`src/rtl/mdc_pkg.sv`:
```
// Shared types and defaults for the MDC clock generator and its reset sequencer.
// Combinational only: no latency, no backpressure.
package mdc_pkg;

  typedef enum logic [1:0] {
    ST_IDLE     = 2'd0,
    ST_RUN      = 2'd1,
    ST_STOPPING = 2'd2
  } mdc_state_e;

  localparam int MDC_DIV_DEFAULT = 50;
  localparam int MDC_RST_HOLD    = 4;

endpackage

```
`src/rtl/mdc_rst_seq.sv`:
```
// Holds div_rst for RST_HOLD MDC rising edges after reset or soft_rst; registered output.
// soft_rst asserts div_rst one cycle later; release coincides with the final rise; no backpressure.
module mdc_rst_seq
  import mdc_pkg::*;
#(
  parameter int RST_HOLD = MDC_RST_HOLD
) (
  input  logic clk,
  input  logic rst_n,
  input  logic rise_evt,
  input  logic soft_rst,
  output logic div_rst
);

  localparam int HOLD_W = $clog2(RST_HOLD + 1);

  logic [HOLD_W-1:0] hold_q, hold_d;
  logic              rst_q, rst_d;

  always_comb begin
    hold_d = hold_q;
    rst_d  = rst_q;
    // A soft reset landing on the final rise restarts the sequence.
    if (soft_rst) begin
      rst_d  = 1'b1;
      hold_d = '0;
    end else if (rst_q && rise_evt) begin
      hold_d = hold_q + HOLD_W'(1);
      if (hold_q == HOLD_W'(RST_HOLD - 1)) begin
        rst_d = 1'b0;
      end
    end
  end

  always_ff @(posedge clk or negedge rst_n) begin
    if (!rst_n) begin
      hold_q <= '0;
      rst_q  <= 1'b1;
    end else begin
      hold_q <= hold_d;
      rst_q  <= rst_d;
    end
  end

  assign div_rst = rst_q;

endmodule

```
`src/rtl/mdc_clk_gen.sv`:
```
// MDC clock divider with glitch-free start/stop, rise/fall strobes and sequenced Div_Rst.
// Strobes registered with MDC_Clk (zero latency to the transition); no backpressure.
module mdc_clk_gen
  import mdc_pkg::*;
#(
  parameter int DIV_W       = 8,
  parameter int DIV_DEFAULT = MDC_DIV_DEFAULT,
  parameter int RST_HOLD    = MDC_RST_HOLD
) (
  input  logic             AXI_Clk,
  input  logic             AXI_Rstn,
  input  logic [DIV_W-1:0] Div_Half,
  input  logic             Div_Load,
  input  logic             Clk_En,
  input  logic             Soft_Rst,
  output logic             MDC_Clk,
  output logic             MDC_Rise,
  output logic             MDC_Fall,
  output logic             MDC_Active,
  output logic             Div_Rst,
  output logic             Div_Err
);

  mdc_state_e       state_q, state_d;
  logic [DIV_W-1:0] half_q, half_d;
  logic [DIV_W-1:0] pend_q, pend_d;
  logic             pend_vld_q, pend_vld_d;
  logic [DIV_W-1:0] cnt_q, cnt_d;
  logic             mdc_q, mdc_d;
  logic             rise_q, rise_d;
  logic             fall_q, fall_d;
  logic             err_q, err_d;

  logic tick, rise_evt, stop, at_rest, div_rst;

  always_comb begin
    tick     = (state_q != ST_IDLE) && (cnt_q == half_q - DIV_W'(1));
    rise_evt = tick && !mdc_q;
    stop     = !Clk_En && !div_rst;
    at_rest  = mdc_q && (cnt_q == '0);
  end

  // at_rest: clock has just risen, so parking here leaves no runt pulse.
  always_comb begin
    state_d = state_q;
    case (state_q)
      ST_IDLE:     if (!stop) state_d = ST_RUN;
      ST_RUN:      if (stop) state_d = at_rest ? ST_IDLE : ST_STOPPING;
      ST_STOPPING: begin
        if (!stop)         state_d = ST_RUN;
        else if (rise_evt) state_d = ST_IDLE;
      end
      default:     state_d = ST_IDLE;
    endcase
  end

  always_comb begin
    cnt_d  = cnt_q;
    mdc_d  = mdc_q;
    rise_d = 1'b0;
    fall_d = 1'b0;
    if (state_q != ST_IDLE) begin
      if (tick) begin
        cnt_d  = '0;
        mdc_d  = !mdc_q;
        rise_d = !mdc_q;
        fall_d = mdc_q;
      end else begin
        cnt_d = cnt_q + DIV_W'(1);
      end
    end
    if (state_d == ST_IDLE) begin
      cnt_d  = '0;
      mdc_d  = 1'b1;
      fall_d = 1'b0;
    end
  end

  // New divisor takes effect only at a period boundary (or immediately when parked).
  always_comb begin
    half_d     = half_q;
    pend_d     = pend_q;
    pend_vld_d = pend_vld_q;
    err_d      = 1'b0;
    if (pend_vld_q && (state_q == ST_IDLE || rise_evt)) begin
      half_d     = pend_q;
      pend_vld_d = 1'b0;
    end
    if (Div_Load) begin
      if (Div_Half == '0) begin
        err_d = 1'b1;
      end else begin
        pend_d     = Div_Half;
        pend_vld_d = 1'b1;
      end
    end
  end

  always_ff @(posedge AXI_Clk or negedge AXI_Rstn) begin
    if (!AXI_Rstn) begin
      state_q    <= ST_IDLE;
      half_q     <= DIV_W'(DIV_DEFAULT);
      pend_q     <= '0;
      pend_vld_q <= 1'b0;
      cnt_q      <= '0;
      mdc_q      <= 1'b1;
      rise_q     <= 1'b0;
      fall_q     <= 1'b0;
      err_q      <= 1'b0;
    end else begin
      state_q    <= state_d;
      half_q     <= half_d;
      pend_q     <= pend_d;
      pend_vld_q <= pend_vld_d;
      cnt_q      <= cnt_d;
      mdc_q      <= mdc_d;
      rise_q     <= rise_d;
      fall_q     <= fall_d;
      err_q      <= err_d;
    end
  end

  mdc_rst_seq #(
    .RST_HOLD (RST_HOLD)
  ) u_rst_seq (
    .clk      (AXI_Clk),
    .rst_n    (AXI_Rstn),
    .rise_evt (rise_evt),
    .soft_rst (Soft_Rst),
    .div_rst  (div_rst)
  );

  assign MDC_Clk    = mdc_q;
  assign MDC_Rise   = rise_q;
  assign MDC_Fall   = fall_q;
  assign MDC_Active = (state_q != ST_IDLE);
  assign Div_Rst    = div_rst;
  assign Div_Err    = err_q;

endmodule

```
`config.mk`:
```
export PLATFORM = sky130hd
export DESIGN_NAME = mdc_clk_gen
export DESIGN_NICKNAME = d
export VERILOG_FILES = /design/src/rtl/mdc_pkg.sv /design/src/rtl/mdc_rst_seq.sv /design/src/rtl/mdc_clk_gen.sv
export SDC_FILE = /design/constraint.sdc
export NUM_CORES = 1
export LEC_CHECK = 0
export BUFFER_PORTS_ARGS = -buffer_cell sky130_fd_sc_hd__buf_2
export CORE_MARGIN = 2
export CORE_UTILIZATION = 25
export CTS_BUF_LIST = sky130_fd_sc_hd__clkbuf_4 sky130_fd_sc_hd__clkbuf_8
export DETAILED_ROUTE_END_ITERATION = 10
export HOLD_SLACK_MARGIN = 0.05
export PLACE_DENSITY = 0.41
export SKIP_LAST_GASP = 1
export SYNTH_ARGS = -nofsm -noshare
export SYNTH_HDL_FRONTEND = slang
export SYNTH_HIERARCHICAL = 1
export SYNTH_SLANG_ARGS = --single-unit
export TNS_END_PERCENT = 20
```
`constraint.sdc`:
```
create_clock -name AXI_Clk -period 2.7 [get_ports AXI_Clk]
set_input_delay 0.405 -clock AXI_Clk [delete_from_list [all_inputs] [get_ports AXI_Clk]]
set_output_delay 0.405 -clock AXI_Clk [all_outputs]
set_load 0.005 [all_outputs]
```
**Yosys cells after proc, flatten, opt, wreduce, memory -nomap -nowiden**

Cells that the tools add are included.

- Bits in registers: 35
- Latch bits: 0
- RAM bits: 0
- Memory bits (read-only): 0
- Bits of input ports: 13
- Output and inout bits: 6
- Memories: 0

- Add/sub/neg operators: 3
- $mul: 0
- Divide/modulo/power cells: 0
- $lt $le $gt $ge: 0
- Equality and inequality tests: 4
- Shift-type cells: 0
- Mux-type cells: 27
- Bitwise gates (word level): 1
- Reduce and logical (&&, ||, !) cells: 22

Operators by type and width:

| operator | number |
|---|---|
| 8-bit two-way mux | 3 |
| 8-bit logical NOT | 2 |
| 1-bit two-way mux | 16 |
| 2-bit two-way mux | 5 |
| 2-bit nonzero test | 5 |
| 8-bit by 1-bit adder with 8-bit output (second input constant) | 1 |
| 8-bit == test | 1 |
| 8-bit by 1-bit subtractor with 8-bit output (second input constant) | 1 |
| 1-bit logical AND | 6 |
| 3-bit two-way mux | 2 |
| 2-bit case mux with 3 select lines | 1 |
| 2-bit AND reduction | 3 |
| 2-bit logical NOT | 2 |
| 3-bit by 1-bit adder with 3-bit output (second input constant) | 1 |
| 3-bit by 2-bit == test with 1-bit output (second input constant) | 1 |
| 1-bit logical NOT | 3 |
| 2-bit by 1-bit == test with 1-bit output (second input constant) | 1 |
| 2-bit == test (second input constant) | 1 |
| 1-bit logical OR | 1 |
| 1-bit NOT | 1 |

**Logic depth before layout (Yosys ltp)**

- Word-level depth: 10
- Gate-level depth with buffers: 11
- Mapped depth without buffers: 9

**Cells and area by module**

Netlist, hierarchy kept.

Modules (own cells, without submodules):

| module | instances | cells an instance | area each (um^2) | sequential area each (um^2) |
|---|---|---|---|---|
| mdc_clk_gen | 1 | 195 | 1794.2 | 780.7 |
| mdc_rst_seq | 1 | 18 | 205.2 | 101.3 |

**Worst setup path before layout**

Ideal clock, no wire load.

- Path kind: flip-flop to flip-flop
- Start point: register half_q[0]
- End point: register u_rst_seq.hold_q[0]
- Library setup time: 0.125 ns
- Data arrival time: 2.625 ns
- Required time: 2.575 ns
- Path slack: -0.050 ns
- Cell stages (with the launch flop): 8
- Path buffers: 1
- Clock period less this slack: 2.750 ns
- Cell sequence: dfrtp_1 > buf_4 > or4_4 > or3_1 > a211oi_2 > nor4bb_1 > and2_4 > mux2_2

- Cells in the longest elaborated chain, start to end: 6

RTL lines:

| element | RTL line | source |
|---|---|---|
| from (decl) | mdc_clk_gen.sv:25 | `logic [DIV_W-1:0] half_q, half_d;` |
| from (signal assigned) | mdc_clk_gen.sv:102 | `half_q <= DIV_W'(DIV_DEFAULT);` |
| from (signal assigned) | mdc_clk_gen.sv:112 | `half_q <= half_d;` |
| 8-bit by 1-bit subtractor with 8-bit output | mdc_clk_gen.sv:37 | `tick = (state_q != ST_IDLE) && (cnt_q == half_q - DIV_W'(1));` |
| 8-bit == test | mdc_clk_gen.sv:37 |  |
| 1-bit logical AND | mdc_clk_gen.sv:37 |  |
| 1-bit logical AND | mdc_clk_gen.sv:38 | `rise_evt = tick && !mdc_q;` |
| via rise_evt | mdc_clk_gen.sv:34 | `logic tick, rise_evt, stop, at_rest, div_rst;` |
| 1-bit logical AND | mdc_rst_seq.sv:27 | `end else if (rst_q && rise_evt) begin` |
| 2-bit nonzero test (no line) | n/a |  |
| to (signal assigned) | mdc_rst_seq.sv:40 | `hold_q <= hold_d;` |
| to (decl) | mdc_rst_seq.sv:17 | `logic [HOLD_W-1:0] hold_q, hold_d;` |

The timed path passes the listed nets, and every way through them passes these cells.
A chain may end at the register's enable or synchronous reset.

**Final worst setup path**

- Start point: register half_q[1]
- End point: register u_rst_seq.hold_q[0]

The elaborated chain is that of the path after synthesis.

==> reports/results.ini <==
[timing]
whs_ns = 0.2175
setup_viol_count_final = 0
min_period_ns = 2.500
clock_skew_ns = 0.007077
fmax_mhz = 400.1
slew_violations = 0
fin_crit_sh_pct = 92.58
tns_ns = 0
finalHoldViolCount = 0
rsz0062_at_grt = no
slew_headroom_pct = 45.01
tightest_slew_ns = 0.8248

[synth]
synth_area_per_cell_um2 = 9.387
yosysSeqAreaShare_pct = 44.12
ys.flop_type = dfrtp_1
synth_warnings = 6
synth-edff-count = 0
syn-cell-area_um2 = 1999
syn_inst = 213
yosysTopAreaCellShare_pct = 37.55
synth.largest_area_cell = dfrtp_1
syn-num-nets = 231
synth.distinct_cells = 48
synth_async_sr_flop_share_pct = 100.0
ys_seq_elements = 35
synth.area.top_cells = dfrtp_1, nand2_1, dfstp_2

[floorplan]
initial_core_util_pct = 25.87
io-pin-count = 19
die_h_um = 93.43
die-area_um2 = 8729
rows = 32
die_width_um = 93.43
core_um2 = 7727

[grt]
grt_usage_pct = 12.23
grt_max_degree = 36
grt.overflow.total = 0
grt_pass1_wl_mm = 8.204
grt_pass1_vias = 1623
antenna_found_initial = 0

[run]
drv_cap = 0

[power]
switching_power_mw = 0.4599
p_sw_share_pct = 32.14
power_mw = 1.431
peakVddDrop_mv = 0.2330
power_density_nw_per_um2 = 621.9
internal_power_mw = 0.9711
p_clk_share_pct = 26.8
seqPwrFrac_pct = 48.3
pwr-share-comb_pct = 24.9
leakage_nw = 1.150

[critical_path]
regToRegSetupSlack_ns = 0.20
crit_type = reg2reg
r2r-start = half_q[1]$_DFFE_PN1P_
cp.required_ns = 2.87
max_stage_delay_ns = 0.53
critPathMaxFanout = 8
crit_chain = or4_4, or3_1, a211oi_2, nor4bb_2, and2_4, mux2_2
endpoint_kind = register
cp_data_arrival_time_ns = 2.67
r2r-end = u_rst_seq/hold_q[0]$_DFFE_PN0P_
rr_worst_depth = 6
worst_setup_path_start_kind = register
crit_slowest_cell = or4_4

[routing]
route.vias.total = 1580
first_pass_iters = 4
drc = 0
wl_per_cell_um = 13.77
vias_per_cell = 4.675
drt-total-wl_mm = 4.654
antenna_left = 0
drtIter0Drc = 60

[clock_network]
htreeDepth = 2
clock-sinks = 35
cts_tree = done
cts_post_setup_buffers_inserted = 0
numCtsBuffers = 5
root_buffer = clkbuf_8
post_cts_resized = 0
clock_latency_ns = 0.28
clock_path_buffers = 2
holdBufCountCts = 0
path_clk_slew_ns = 0.07

[finish]
final_cells = 338
drive_gt1_share_pct = 24.15
antenna_cells = 0
fin_nets = 253
syn2layout_area_growth_pct = 15.08

[placement]
place_inst = 330
routabilityCongestion = 0.7109
post-dp-hpwl_mm = 3.479
port_buffers = 18

[status]
status = completed

[min_path]
min_path_type = in2async

==> critical path: cells and delay by family (launching register included) <==
| kind | cells | cell delay, ns |
|---|---|---|
| simple gates | 4 | 1.37 |
| flops | 1 | 0.40 |
| compound gates | 1 | 0.29 |
| mux | 1 | 0.32 |
==> cells in the final DEF (no fill, tap or decap), types with 7 or more instances in the layout <==
| master | count |
|---|---|
| dfrtp_1 | 30 |
| a22oi_1 | 8 |
| buf_4 | 8 |
| o211ai_2 | 9 |
| nand3_1 | 10 |
| o21ai_0 | 8 |
| buf_2 | 18 |
| nor2_1 | 14 |
| xor2_1 | 7 |
| nand2_1 | 43 |
==> cell usage after synthesis (all sizes together) (6+ instances only) <==
library cell  count
a22oi             8
buf               7
dfrtp            30
inv               6
nand2            43
nand3            10
nor2             14
o211ai            9
o21ai             8
xnor2             6
xor2              7
==> how the worst max path moves through the flow <==
stage | start | end | slack, ns
after global placement | half_q[1]$_DFFE_PN1P_ | u_rst_seq/hold_q[0]$_DFFE_PN0P_ | 0.21
after floorplan | half_q[0]$_DFFE_PN0P_ | u_rst_seq/hold_q[0]$_DFFE_PN0P_ | 0.08
after CTS | half_q[1]$_DFFE_PN1P_ | u_rst_seq/hold_q[0]$_DFFE_PN0P_ | 0.17
final | half_q[1]$_DFFE_PN1P_ | u_rst_seq/hold_q[0]$_DFFE_PN0P_ | 0.20
after global routing | half_q[1]$_DFFE_PN1P_ | u_rst_seq/hold_q[0]$_DFFE_PN0P_ | 0.08
after detailed placement | half_q[1]$_DFFE_PN1P_ | u_rst_seq/hold_q[0]$_DFFE_PN0P_ | 0.18
==> routing by layer <==
metal | global-route usage, % | vias up | part of all wire (%) | wire length, µm
met5 | 0 | - | 0 | 0
met4 | 4.044 | 0 | 1.6 | 76
met2 | 18.94 | 31 | 45 | 2084
li1 | - | 796 | - | -
met3 | 2.256 | 7 | 3.4 | 158
met1 | 17.15 | 746 | 50 | 2333
==> flip-flops by register name, indices dropped and copies added, names as in the netlist <==
signal / cells
Div_Err: 1
u_rst_seq/div_rst: 1
half_q: 8
pend_q: 8
pend_vld_q: 1
MDC_Clk: 1
cnt_q: 8
MDC_Rise: 1
state_q: 2
u_rst_seq/hold_q: 3
MDC_Fall: 1
==> logic make-up after synthesis <==
| group | synth area share [%] |
|---|---|
| AOI/OAI and AO/OA | 16.46 |
| xor gates and xnor gates | 5.695 |
| adders and majority gates | 3.129 |
| buffers and inverters | 4.693 |
| DFF | 44.12 |
| muxes | 0.5632 |
| and+or+nand+nor | 25.34 |
==> power groups by stage <==
stage	combinational [mW]	sequential (mW)	clock, mW
after detailed placement	0.360	0.705	0
after floorplan	0.287	0.658	0
after global routing	0.411	0.706	0.438
final	0.356	0.691	0.384
after CTS	0.361	0.695	0.406
after global placement	0.355	0.706	0
==> cell type report <==
cell class                      instances  area, µm²
Multi-Input combinational cell        161       1030
Inverter                                6      22.52
Sequential cell                        35      882.1
Timing Repair Buffer                   26      150.1
Tap cell                              102      127.6
Clock buffer                            7      83.83
Fill cell                             827       5426
Clock inverter                          1      5.005
==> metrics by stage <==
step	setup slack, ns	utilization (%)	cell area, µm²
after CTS	0.1749	29.78	2301
after global routing	0.07844	29.78	2301
final	0.2004	29.78	2301
after global placement	0.2080	28.63	2212
after detailed placement	0.1847	28.63	2212
after floorplan	0.07699	-	2006
(Power assumes the default switching activity.)
